### config.mk
export PLATFORM = sky130hd
export DESIGN_NAME = regfile_write_arbiter
export DESIGN_NICKNAME = d
export VERILOG_FILES = /design/src/rtl/regfile_write_arbiter.sv
export SDC_FILE = /design/constraint.sdc
export NUM_CORES = 1
export LEC_CHECK = 0
export CORE_MARGIN = 2
export CORE_UTILIZATION = 55
export DETAILED_ROUTE_END_ITERATION = 12
export PLACE_DENSITY = 0.86
export SYNTH_ARGS = -nofsm -noshare
export SYNTH_HDL_FRONTEND = slang
export SYNTH_SLANG_ARGS = --single-unit
### constraint.sdc
create_clock -name clk -period 3 [get_ports clk]
set_input_delay 0.45 -clock clk [delete_from_list [all_inputs] [get_ports clk]]
set_output_delay 0.45 -clock clk [all_outputs]
set_load 0.01 [all_outputs]
### src/rtl/regfile_write_arbiter.sv
`default_nettype none
// ============================================================================
// Module   : regfile_write_arbiter
// Purpose  : Shares the register-file write port between pipeline WB (priority)
//            and a FIFO of multi-cycle results. Optional RFWA_PERF_EN: stall_cnt.
// Revision : 1.0
// ============================================================================
module regfile_write_arbiter #(
    parameter int DATA_W = 32,
    parameter int ADDR_W = 5,
    parameter int DEPTH  = 2
) (
    input  logic              clk,
    input  logic              rst_n,
    input  logic              wb_valid,
    input  logic [ADDR_W-1:0] wb_addr,
    input  logic [DATA_W-1:0] wb_data,
    input  logic              mc_valid,
    output logic              mc_ready,
    input  logic [ADDR_W-1:0] mc_addr,
    input  logic [DATA_W-1:0] mc_data,
    output logic              rf_we,
    output logic [ADDR_W-1:0] rf_waddr,
    output logic [DATA_W-1:0] rf_wdata,
`ifdef RFWA_PERF_EN
    output logic [15:0]       stall_cnt,
`endif
    input  logic [ADDR_W-1:0] q_addr1,
    input  logic [ADDR_W-1:0] q_addr2,
    output logic              pend1,
    output logic              pend2
);

    localparam int c_PTR_W = $clog2(DEPTH);
    localparam int c_CNT_W = c_PTR_W + 1;
    localparam logic [c_CNT_W-1:0] c_FULL = c_CNT_W'(DEPTH);

    logic [ADDR_W-1:0]  r_addr [DEPTH];
    logic [DATA_W-1:0]  r_data [DEPTH];
    logic [DEPTH-1:0]   r_live;
    logic [c_PTR_W-1:0] r_wr_ptr;
    logic [c_PTR_W-1:0] r_rd_ptr;
    logic [c_CNT_W-1:0] r_count;

    logic               r_rf_we;
    logic [ADDR_W-1:0]  r_rf_waddr;
    logic [DATA_W-1:0]  r_rf_wdata;

    logic               w_wb_req;
    logic               w_push;
    logic               w_enq;
    logic               w_enq_live;
    logic               w_empty;
    logic               w_pop;
    logic [DEPTH-1:0]   w_hit1;
    logic [DEPTH-1:0]   w_hit2;

    assign mc_ready   = (r_count != c_FULL);
    assign w_empty    = (r_count == '0);
    assign w_wb_req   = wb_valid && (wb_addr != '0);
    assign w_push     = mc_valid && mc_ready;
    // Address-0 results complete the handshake but are never stored.
    assign w_enq      = w_push && (mc_addr != '0);
    // A same-cycle WB to the same register is younger, so the entry starts dead.
    assign w_enq_live = !(w_wb_req && (wb_addr == mc_addr));
    assign w_pop      = !w_wb_req && !w_empty;

    always_ff @(posedge clk or negedge rst_n) begin
        if (!rst_n) begin
            r_wr_ptr <= '0;
            r_rd_ptr <= '0;
            r_count  <= '0;
            r_live   <= '0;
            for (int i = 0; i < DEPTH; i++) begin
                r_addr[i] <= '0;
                r_data[i] <= '0;
            end
        end else begin
            for (int i = 0; i < DEPTH; i++) begin
                if (w_wb_req && (r_addr[i] == wb_addr)) begin
                    r_live[i] <= 1'b0;
                end
            end
            // Live bit cleared on pop so live always implies occupied.
            if (w_pop) begin
                r_live[r_rd_ptr] <= 1'b0;
                r_rd_ptr         <= r_rd_ptr + 1'b1;
            end
            if (w_enq) begin
                r_addr[r_wr_ptr] <= mc_addr;
                r_data[r_wr_ptr] <= mc_data;
                r_live[r_wr_ptr] <= w_enq_live;
                r_wr_ptr         <= r_wr_ptr + 1'b1;
            end
            case ({w_enq, w_pop})
                2'b10:   r_count <= r_count + 1'b1;
                2'b01:   r_count <= r_count - 1'b1;
                default: r_count <= r_count;
            endcase
        end
    end

    always_ff @(posedge clk or negedge rst_n) begin
        if (!rst_n) begin
            r_rf_we    <= 1'b0;
            r_rf_waddr <= '0;
            r_rf_wdata <= '0;
        end else if (w_wb_req) begin
            r_rf_we    <= 1'b1;
            r_rf_waddr <= wb_addr;
            r_rf_wdata <= wb_data;
        end else if (w_pop) begin
            r_rf_we    <= r_live[r_rd_ptr];
            r_rf_waddr <= r_addr[r_rd_ptr];
            r_rf_wdata <= r_data[r_rd_ptr];
        end else begin
            r_rf_we    <= 1'b0;
        end
    end

    assign rf_we    = r_rf_we;
    assign rf_waddr = r_rf_waddr;
    assign rf_wdata = r_rf_wdata;

    for (genvar gi = 0; gi < DEPTH; gi++) begin : g_hit
        assign w_hit1[gi] = r_live[gi] && (r_addr[gi] == q_addr1);
        assign w_hit2[gi] = r_live[gi] && (r_addr[gi] == q_addr2);
    end

    assign pend1 = (q_addr1 != '0) && ((|w_hit1) || (r_rf_we && (r_rf_waddr == q_addr1)));
    assign pend2 = (q_addr2 != '0) && ((|w_hit2) || (r_rf_we && (r_rf_waddr == q_addr2)));

`ifdef RFWA_PERF_EN
    logic [15:0] r_stall_cnt;

    always_ff @(posedge clk or negedge rst_n) begin
        if (!rst_n) begin
            r_stall_cnt <= '0;
        end else if (w_wb_req && !w_empty && (r_stall_cnt != 16'hFFFF)) begin
            r_stall_cnt <= r_stall_cnt + 16'd1;
        end
    end

    assign stall_cnt = r_stall_cnt;
`endif

endmodule
`default_nettype wire

# == Yosys cells after proc, flatten, opt, wreduce, memory -nomap -nowiden ==
# Index checks and enable logic that the tools add are counted.
# classes
n_eq_ne,12
shift,0
n_bitwise,4
div,0
n_lt_le_gt_ge,7
muxes,30
n_reduce_logical,32
addsub,4
n_mul,0
# op_table
op,count
32-bit 2-to-1 mux,6
64-bit bitwise mux,1
5-bit == test,9
32-bit demux with 1-bit select,1
5-bit 2-to-1 mux,6
5-bit nonzero test,4
1-bit logical AND,18
10-bit bitwise mux,1
1-bit 2-to-1 mux,8
5-bit demux with 1-bit select,1
"2-bit greater-or-equal comparator, second input constant",2
"1-bit by 2-bit < comparator with 1-bit output, second input constant",2
2-bit 2-to-1 mux,2
1-bit inverter with 2-bit output,2
2-bit case mux with 2 select lines,1
2-bit nonzero test,2
2-bit OR reduction,2
1-bit zero test,3
"1-bit adder, second input constant",2
"2-bit by 1-bit adder with 2-bit output, second input constant",1
2-bit AND,1
2-bit bitwise mux,1
1-bit demux with 1-bit select,2
"2-bit by 1-bit == test with 1-bit output, second input constant",1
other kinds (8),10
# totals
wordCells,100
ram_bits,0
register_bits,118
inputBits,88
latchBits,0
rom_bits,0
n_memories,0

# == Depth between registers and ports, before layout ==
# Gate-level depths: netlist of the first run.
# logic_depth
depth_word,9
mapped_depth,8
ltp_nobuf,7

# == Worst setup path before layout of the first run ==
# No wires, ideal clock.
# synth_path
kind,input to register
from,input port wb_addr[4]
to,register r_count[1]
arrival_time_ps,2026
stages,7
required_ps,2921
setup_time_ps,79
setup_slack_ps,895
n_path_buf,1
cell_sequence,or4_1 -> o21a_1 -> buf_2 -> nor2_1 -> ha_1 -> nor2_1 -> xor2_1
# synth_between
elab_chain_cells,6
# synth_rtl
element,line_no,source
start: declaration,16,"input logic [ADDR_W-1:0] wb_addr,"
5-bit nonzero test *,60,assign w_wb_req = wb_valid && (wb_addr != '0);
1-bit logical AND *,60,
1-bit zero test *,66,assign w_pop = !w_wb_req && !w_empty;
1-bit logical AND *,66,
via w_pop,54,logic w_pop;
2-bit by 1-bit == test with 1-bit output or 2-bit == test (tied branches),95,"case ({w_enq, w_pop})"
2-bit case mux with 2 select lines or 2-bit nonzero test (tied branches),--,
end signal: assignment,96,2'b10: r_count <= r_count + 1'b1;
end signal: assignment,97,2'b01: r_count <= r_count - 1'b1;
end signal: assignment,98,default: r_count <= r_count;
end: declaration,43,logic [c_CNT_W-1:0] r_count;
# Mark *: on every way through the listed nets, which the timed path passes. The rest lies on a longest branch.
# A chain may end at the register's enable or synchronous reset.

# == Final worst setup path of the first run ==
# layout_path
from,register r_rf_waddr[3] (netlist: rf_waddr[3])
to,output port pend2
# layout_between
elab_chain_cells,4
# layout_rtl
element,line_no,source
start: declaration,46,logic [ADDR_W-1:0] r_rf_waddr;
start signal: assignment,110,r_rf_waddr <= wb_addr;
start signal: assignment,114,r_rf_waddr <= r_addr[r_rd_ptr];
5-bit == test,131,assign pend2 = (q_addr2 != '0) && ((|w_hit2) || (r_rf_we && (r_rf_waddr == q_addr2)));
1-bit logical AND,131,
1-bit logical OR,131,
1-bit logical AND,131,
end: declaration,31,output logic pend2
# No other way between the ends.

==> results.md, run 1 <==
- Met1 Use GR: 35.4%
- Top FF cell, synth: dfrtp_1
- Drt via density: 5.92
- Synthesized area: 5740 µm²
- Congestion Overflow GR: 0
- Synth top cells by count: 118 x dfrtp_1, 48 x mux2_2, 40 x nand2_1
- # DRC: 0
- Wire length per cell: 20.6 µm
- Sequential share of the synthesized area: 51.4%
- Avg Cell Area, Syn: 12.0 µm²
- Starting density of the core: 56.1%
- Clock edge transition at the registers on the reported setup and hold paths: 0.06 ns
- Root Driver: clkbuf_8
- Row count: 37
- Fmax: 354 MHz
- Port Buf Inserts: 128
- Crit-path max cell delay: 0.54 ns
- Antenna-violating nets left: 0
- Critical path arrival: 2.38 ns
- Worst Setup End Kind: output pin
- Yosys top cell area share: 51.4%
- CTS Sinks: 118
- Top-count cell post-synth: dfrtp_1
- Crit-path cells: xor2_1 -> nor4_1 -> and3_1 -> a31oi_1 -> a21oi_1 -> clkdlybuf4s50_1
- Via count: 4476
- Met3 usage: 8.22%
- Number of global-route vias before repair: 4775
- Syn Inst Count: 478
- Largest cells by area after synthesis: dfrtp_1 51%, mux2_2 9.4%, a221o_1 5.2%
- Total number of yosys warnings: 0
- DR pass1 iterations: 5
- Met2 GRT Util: 47.3%
- # nets final: 696
- Total track usage: 28.9%
- Crit path required time: 2.55 ns
- Post-DP HPWL: 9.66 mm
- R2r setup slk: 0.71 ns
- #FFs+latches synth: 118
- Die Span Y: 106 µm
- Layout cell share with drive strength beyond 1: 19.8%
- Max Cap Viol: 0
- Clk buf depth: 2
- Initial antenna violation count: 0
- Worst Skew: 0.00739 ns
- Syn nets: 567
- Slowest-stage cell, CP: clkdlybuf4s50_1
- Yosys cell types: 35
- Reg area: 2950 µm²
- Die width: 106 µm
- Relative slew slack: 44.4%
- Pwr/cell area: 1090 nW/µm²
- Core Box Area: 10200 µm²
- H-Tree Level Count: 4
- # setup viols final: 0
- Post-synth EDFFs: 0
- Asr flop ratio synth: 100%
- Post-route setup TNS: 0 ns
- Final hold violation count: 0
- First-pass GRT wire length: 24.8 mm
- Crit-path max FO: 4
- TritonCTS Buffers: 17
- IO Pins: 129
- Tmin final: 2.83 ns
- Post-CTS sizing: 0
- Postcts setup bufs: 0
- Post-cts hold buffer count: 0
- Busiest layer in global routing: met2
- Period utilization: 94.2%
- WS Path Type: flop to output pin
- Worst-margin pin slew: 0.833 ns
- Die ar.: 11300 µm²
- Outcome: finished clean
- Leak pwr: 3.26 nW
- CTS tree: done
- Top cell type by total area after synthesis: dfrtp_1
- Diode count: 0
- Multi-input logic area: 2600 µm²
- Clock latency on the worst-skew pair: 0.52 ns
- Startpoint Class: flop
- Hold crit path type: input pin to asynchronous set/reset pin
- Slew Viols, Final: 0
- 1st-iter DRT viols: 279
- RSZ-0062 raised after global routing: false
- Pin count of the biggest net entering global routing: 65
- IR drop worst, VDD: 0.548 mV
- Drt total wl: 15.6 mm
- Area Overhead vs Synth: 35.9%
- Fill count: 641
- Total power: 8.54 mW
- Final Wtd Congestion: 0.896
## cell type report
| type | instances | area share [%] |
|---|---|---|
| Timing Repair Buffer | 144 | 18.3 |
| Inverter | 1 | 0.0481 |
| Clock inverter | 9 | 2.18 |
| Multi-Input combinational cell | 325 | 33.4 |
| Clock buffer | 23 | 6.11 |
| Sequential cell | 118 | 37.9 |
| Tap cell | 136 | 2.18 |
## state kept, by name (all words and copies together), names as in the netlist
signal,cells
r_addr,10
r_count,2
r_data,64
r_live,2
r_rd_ptr,1
r_wr_ptr,1
rf_waddr,5
rf_wdata,32
rf_we,1
## where the power goes
group / switching, mW / internal, mW
clock: 0.700 / 1.52
sequential: 0.763 / 2.39
combinational: 1.37 / 1.80
total: 2.83 / 5.71
## cells in the final DEF (no fill, tap or decap), drive strengths merged, types with 2 or more instances in the layout
| cell type | netlist | routed |
|---|---|---|
| nand4 | 3 | 3 |
| mux2i | 9 | 9 |
| dfrtp | 118 | 118 |
| clkinv | 0 | 4 |
| buf | 17 | 17 |
| nand3 | 13 | 13 |
| or4 | 4 | 4 |
| xnor2 | 16 | 16 |
| and3 | 2 | 2 |
| o21ai | 7 | 7 |
| nand2b | 2 | 2 |
| a21oi | 39 | 39 |
| mux2 | 74 | 74 |
| nand2 | 40 | 40 |
| nor4 | 6 | 6 |
| clkdlybuf4s50 | 0 | 127 |
| a31oi | 2 | 2 |
| nand3b | 21 | 21 |
| nor2 | 14 | 14 |
| nor3 | 4 | 4 |
| a221o | 30 | 30 |
| bufinv | 0 | 5 |
| clkbuf | 17 | 23 |
| xor2 | 33 | 33 |
## worst max-delay path, delay by kind of cell (launching register included)
family                 cells  cell delay, ns
buffers and inverters      1            0.54
flip-flops                 1            0.45
AO/OA/AOI/OAI              2            0.19
XOR/XNOR                   1            0.19
AND/OR/NAND/NOR            2            0.49
## per-stage QoR
step                setup WS, ns  cells  utilization, %  hold WS, ns  cell area (µm²)
finish                     0.174    756            76.3      0.00422             7800
global route              0.0108    756            76.3       0.0651             7800
CTS                        0.163    756            76.3       0.0296             7800
detailed placement         0.187    724            69.9        0.469             7150
global placement           0.247    724            69.9        0.458             7150
floorplan                  0.895    478               -        0.154             5740
## layer usage
| metal | vias up | wire, µm |
|---|---|---|
| li1 | 1991 | - |
| met1 | 2217 | 6100 |
| met2 | 224 | 7880 |
| met3 | 44 | 1190 |
| met4 | 0 | 428 |
| met5 | - | 0 |
## cell families after synthesis
group                    Yosys count  synth area share, %
multiplexers                      83                 17.3
buffers and inverters             35                 3.57
AND/OR/NAND/NOR                  110                 9.94
adder cells (fa/ha/maj)            1                0.218
AO/OA/AOI/OAI                     82                 10.0
XOR/XNOR                          49                 7.47
flip-flops                       118                 51.4
## final timing paths
| path | startpoint | to | cells past startpoint |
|---|---|---|---|
| worst max-delay path | rf_waddr[3]$_DFFE_PN0P_ | pend2 | 6 |
| worst min-delay path | rst_n | r_data[30]$_DFFE_PN0P_ | 1 |
| worst max register to register | r_count[0]$_DFFE_PN0P_ | r_data[2]$_DFFE_PN0P_ | 5 |
| worst min register to register | r_data[39]$_DFFE_PN0P_ | r_data[39]$_DFFE_PN0P_ | 1 |
| max in group asynchronous | rst_n | r_data[20]$_DFFE_PN0P_ | 2 |
| min in group clk | r_data[39]$_DFFE_PN0P_ | r_data[39]$_DFFE_PN0P_ | 1 |
No activity file was read; power rests on OpenSTA's default activity.
==> inputs of run 2 (changes only) <==
--- a/config.mk
+++ b/config.mk
@@ -7,8 +7,10 @@
 export LEC_CHECK = 0
 export CORE_MARGIN = 2
 export CORE_UTILIZATION = 55
+export CTS_CLUSTER_SIZE = 12
 export DETAILED_ROUTE_END_ITERATION = 12
 export PLACE_DENSITY = 0.86
+export SETUP_SLACK_MARGIN = 0.15
 export SYNTH_ARGS = -nofsm -noshare
 export SYNTH_HDL_FRONTEND = slang
 export SYNTH_SLANG_ARGS = --single-unit
==> results.md, run 2 (synthesized netlist as in run 1, its figures left out) <==
- Outcome: finished clean
- Reg-to-reg startpoint: r_count[0]$_DFFE_PN0P_
- Period utilization: 81.4%
- Die ar.: 11300 µm²
- Wire length per cell: 20.6 µm
- Reg-to-Reg End: r_data[2]$_DFFE_PN0P_
- DR pass1 iterations: 5
- Clock network power share: 26.0%
- Crit-path cells: clkdlybuf4s50_1 -> xor2_1 -> nor4_1 -> and3_1 -> a31oi_1 -> a21oi_1 -> dlymetal6s2s_1
- IO Pins: 129
- Number of flip-flops in the largest register: 64
- # setup viols final: 0
- Area Overhead vs Synth: 36.2%
- Diode count: 0
- Postcts setup bufs: 0
- Port Buf Inserts: 128
- Final hold violation count: 0
- RSZ-0062 raised after global routing: false
- TritonCTS Buffers: 17
- WS Path Type: input pin to output pin
- 1st-iter DRT viols: 307
- Clock latency on the worst-skew pair: 0.52 ns
- Fill count: 637
- Critical path arrival: 1.99 ns
- Number of global-route vias before repair: 4775
- Cell Int Power: 5.71 mW
- Post-CTS sizing: 0
- CP delay by family, top: buffers and inverters
- Congestion Overflow GR: 0
- Post-cts hold buffer count: 0
- Layout Cells excl Fill: 756
- Most common cell after layout, fill and taps aside: clkdlybuf4s50_1
- Drt total wl: 15.6 mm
- Post-DP HPWL: 9.66 mm
- Comb power frac: 37.2%
- Placed Cells: 724
- Max Cap Viol: 0
- Starting density of the core: 56.1%
- Post-route setup TNS: 0 ns
- Startpoint Class: input pin
- Clk buf depth: 2
- Slew Viols, Final: 0
- Switching share of power: 33.2%
- IR drop worst, VDD: 0.547 mV
- Initial antenna violation count: 0
- Most frequent cells in the layout: 123 x clkdlybuf4s50_1, 115 x dfrtp_1, 48 x mux2_2
- Leak pwr: 3.31 nW
- Pin count of the biggest net entering global routing: 65
- Drt via density: 5.94
- Relative slew slack: 43.9%
- Antenna-violating nets left: 0
- Die Span Y: 106 µm
- CTS Sinks: 118
- # DRC: 0
- Layout cell share with drive strength beyond 1: 20.3%
- Worst Skew: 0.00849 ns
- R2r setup slk: 0.72 ns
- WP buf/inv: 2
- Final Wtd Congestion: 0.896
- Root Driver: clkbuf_8
- Pwr/cell area: 1090 nW/µm²
- Hold crit path type: input pin to asynchronous set/reset pin
- First-pass GRT wire length: 24.8 mm
- Row count: 37
- Core Box Area: 10200 µm²
- # nets final: 696
- Crit-path max cell delay: 0.51 ns
- CTS tree: done
- Tmin final: 2.44 ns
- Via count: 4491
- Worst-margin pin slew: 0.842 ns
- Worst Reg-to-Reg Cells: 5
- Die width: 106 µm
- Slowest-stage cell, CP: clkdlybuf4s50_1
- Total track usage: 28.9%
- Sequential Power Share: 36.9%
- Fmax: 410 MHz
- Reg with most FFs: r_data
- Crit path required time: 2.55 ns
- Psw: 2.84 mW
- Worst Setup End Kind: output pin
- Clock edge transition at the registers on the reported setup and hold paths: 0.05 ns
- Crit-path max FO: 4
- H-Tree Level Count: 4
[run 2: changes by cell type in the layout (fill, tap and decap cells not counted), sizes merged]
cell           delta
dlymetal6s2s      +4
clkdlybuf4s50     -4
[run 2: per-stage QoR]
| step | utilization [%] | total power [mW] | area (µm²) | setup slack, ns | hold WS (ns) |
|---|---|---|---|---|---|
| finish | 76.4 | 8.55 | 7820 | 0.559 | 0.00479 |
| CTS | 76.3 | 8.56 | 7800 | 0.163 | 0.0296 |
| global placement | 69.9 | 6.08 | 7150 | 0.247 | 0.458 |
| floorplan | - | 4.98 | 5740 | 0.895 | 0.154 |
| global route | 76.4 | 8.96 | 7820 | 0.422 | 0.0649 |
| detailed placement | 69.9 | 6.23 | 7150 | 0.187 | 0.469 |
[run 2: area by class of cell]
class                           count  area [µm²]  area share [%]
Tap cell                          136         170            2.18
Clock buffer                       23         477            6.10
Clock inverter                      9         170            2.18
Multi-Input combinational cell    325        2610            33.4
Inverter                            1        3.75          0.0480
Sequential cell                   118        2960            37.8
Timing Repair Buffer              144        1430            18.3
[run 2: worst max-delay path by stage]
stage          slack, ns                    start  cells past startpoint                endpoint
2_1_floorplan       0.89               wb_addr[4]                      7  r_count[1]$_DFFE_PN0P_
3_3_place_gp        0.25               q_addr1[1]                      7                   pend1
3_5_place_dp        0.19               q_addr1[1]                      7                   pend1
4_1_cts             0.16  rf_waddr[3]$_DFFE_PN0P_                      6                   pend2
5_1_grt             0.42  rf_waddr[2]$_DFFE_PN0P_                      6                   pend2
6_report            0.56               q_addr2[2]                      7                   pend2
[run 2: power groups by stage]
stage	sequential (mW)	clock [mW]	combinational (mW)
global route	3.23	2.31	3.42
CTS	3.12	2.24	3.19
finish	3.15	2.22	3.18
detailed placement	3.12	0	3.11
global placement	3.08	0	3.00
floorplan	2.94	0	2.04
[run 2: layer usage]
layer	vias up	GRT usage, %	routed length, µm
met5	-	0	0
met2	217	47.3	7900
met4	0	13.5	464
met1	2237	35.4	6060
li1	1989	-	-
met3	48	8.22	1180
==> inputs of run 3 (changes only) <==
--- a/config.mk
+++ b/config.mk
@@ -6,10 +6,10 @@
 export NUM_CORES = 1
 export LEC_CHECK = 0
 export CORE_MARGIN = 2
-export CORE_UTILIZATION = 55
+export CORE_UTILIZATION = 51
 export CTS_CLUSTER_SIZE = 12
 export DETAILED_ROUTE_END_ITERATION = 12
-export PLACE_DENSITY = 0.86
+export PLACE_DENSITY = 0.81
 export SETUP_SLACK_MARGIN = 0.15
 export SYNTH_ARGS = -nofsm -noshare
 export SYNTH_HDL_FRONTEND = slang
==> constraint.sdc (replaced) <==
create_clock -name clk -period 2.25 [get_ports clk]
set_input_delay 0.3375 -clock clk [delete_from_list [all_inputs] [get_ports clk]]
set_output_delay 0.3375 -clock clk [all_outputs]
set_load 0.01 [all_outputs]
==> results.md, run 3 (synthesized netlist as in run 1, its figures left out) <==
- CTS Sinks: 118
- Post-DP HPWL: 10.5 mm
- Outcome: finished clean
- Antenna-violating nets left: 0
- Slew Viols, Final: 0
- # nets final: 729
- Layout cell share with drive strength beyond 1: 25.7%
- Startpoint Class: flop
- Area Overhead vs Synth: 40.1%
- Root Driver: clkbuf_16
- # setup viols final: 0
- Tmin final: 2.17 ns
- WHS: 0.460 ns
- Core Box Area: 10900 µm²
- Crit path required time: 1.91 ns
- DR pass1 iterations: 5
- Worst-margin pin slew: 0.579 ns
- H-Tree Level Count: 4
- Die Span Y: 110 µm
- Fmax: 460 MHz
- Total track usage: 26.8%
- Worst Setup End Kind: output pin
- WS Path Type: flop to output pin
- Pwr/cell area: 1410 nW/µm²
- R2r setup slk: 0.43 ns
- CTS tree: done
- Period utilization: 96.5%
- Max Cap Viol: 0
- Initial antenna violation count: 0
- Number of flip-flops in the largest register: 64
- Worst Skew: 0.00786 ns
- Row count: 38
- Critical path arrival: 1.83 ns
- Starting density of the core: 52.5%
- Crit-path max FO: 4
- IR drop worst, VDD: 0.752 mV
- Clock edge transition at the registers on the reported setup and hold paths: 0.05 ns
- Final Util: 73.6%
- Diode count: 0
- Fill count: 789
- Reg-to-Reg End: rf_wdata[25]$_DFFE_PN0P_
- Via count: 4556
- Busiest layer in global routing: met2
- TritonCTS Buffers: 17
- Clock latency on the worst-skew pair: 0.41 ns
- Most common cell after layout, fill and taps aside: clkdlybuf4s50_1
- Cell area after placement: 7390 µm²
- Leak pwr: 3.42 nW
- Congestion Overflow GR: 0
- Met3 usage: 5.76%
- Port Buf Inserts: 128
- Final Wtd Congestion: 0.929
- Drt via density: 5.75
- IO Pins: 129
- Worst Reg-to-Reg Cells: 5
- First-pass GRT wire length: 24.3 mm
- # DRC: 0
- Most frequent cells in the layout: 120 x clkdlybuf4s50_1, 108 x dfrtp_1, 48 x mux2_2
- Clk buf depth: 2
- Met1 Use GR: 33.8%
- Layout Cell Area excl Fill: 8050 µm²
- Drt total wl: 15.6 mm
- RSZ-0062 raised after global routing: true
- Met2 GRT Util: 44.7%
- Reg with most FFs: r_data
- 1st-iter DRT viols: 244
- Hold crit path type: input pin to asynchronous set/reset pin
- Relative slew slack: 61.4%
- Die width: 110 µm
- Wire length per cell: 19.7 µm
- Final hold violation count: 0
- Layout Cells excl Fill: 793
- Reg-to-reg startpoint: r_count[0]$_DFFE_PN0P_
- Pin count of the biggest net entering global routing: 49
- Die ar.: 12100 µm²
- Placed Cells: 754
- Number of global-route vias before repair: 4775
## run 3: cell types whose count changed in the layout (fill, tap and decap cells not counted), sizes merged
cell           change
dlygate4sd3        +1
clkdlybuf4s50      -3
dlygate4sd2        +2
bufinv             -3
clkinvlp           +2
dlymetal6s2s       -1
buf               +34
clkinv             +1
## run 3: worst max-delay path by stage
| stage | start | to | slack (ns) | cells after the start |
|---|---|---|---|---|
| after detailed placement | q_addr2[3] | pend2 | -0.31 | 7 |
| after CTS | rf_waddr[3]$_DFFE_PN0P_ | pend2 | 0.12 | 6 |
| after floorplan | wb_addr[4] | r_count[1]$_DFFE_PN0P_ | 0.26 | 7 |
| final | rf_waddr[3]$_DFFE_PN0P_ | pend2 | 0.08 | 6 |
| after global routing | rf_waddr[3]$_DFFE_PN0P_ | pend2 | -0.02 | 6 |
| after global placement | q_addr1[3] | pend1 | -0.24 | 7 |
## run 3: layout make-up
class	instances	area, µm²	area share, %
timing repair buffer	177	1710	21.2
clock buffer	23	478	5.94
sequential	118	2970	36.9
tap	140	175	2.18
inverter	1	3.75	0.0466
clock inverter	9	100	1.24
multi-input combinational	325	2620	32.5
## run 3: worst max-delay path, stage by stage (launching register included)
cell and delay [ns]:
dfrtp_2 0.44, xor2_1 0.17, nor4_2 0.32, and3_1 0.19, a31oi_1 0.04, a21oi_1 0.12, buf_2 0.14
## run 3: metrics by stage
stage	setup slack (ns)	TNS, ns	total power, mW
after floorplan	0.257	0	6.64
after global placement	-0.237	-10.51	8.32
after detailed placement	-0.310	-12.62	8.53
after CTS	0.122	0	11.2
after global routing	-0.0203	-0.0203	11.9
final	0.0781	0	11.3
## run 3: power breakdown
group	internal [mW]	switching [mW]	leakage, nW
Combinational	2.61	1.96	1.74
Sequential	3.20	0.913	1.39
Clock	1.71	0.918	0.283
## run 3: metal layers
layer  share of wire, %  routed length (µm)
met4                2.6                 406
met1                 41                6440
met3                6.4                 998
met5                  0                   0
met2                 50                7790
## run 3: what timing repair did
item / 4_1_cts / 5_1_grt
hold buffers: 1 / 0
gates resized for setup: 14 / 11
pin swaps: 8 / 4
buffers inserted: 2 / 4
endpoints found under the hold margin: 40 / 0
endpoints found under the setup margin: 2 / 3
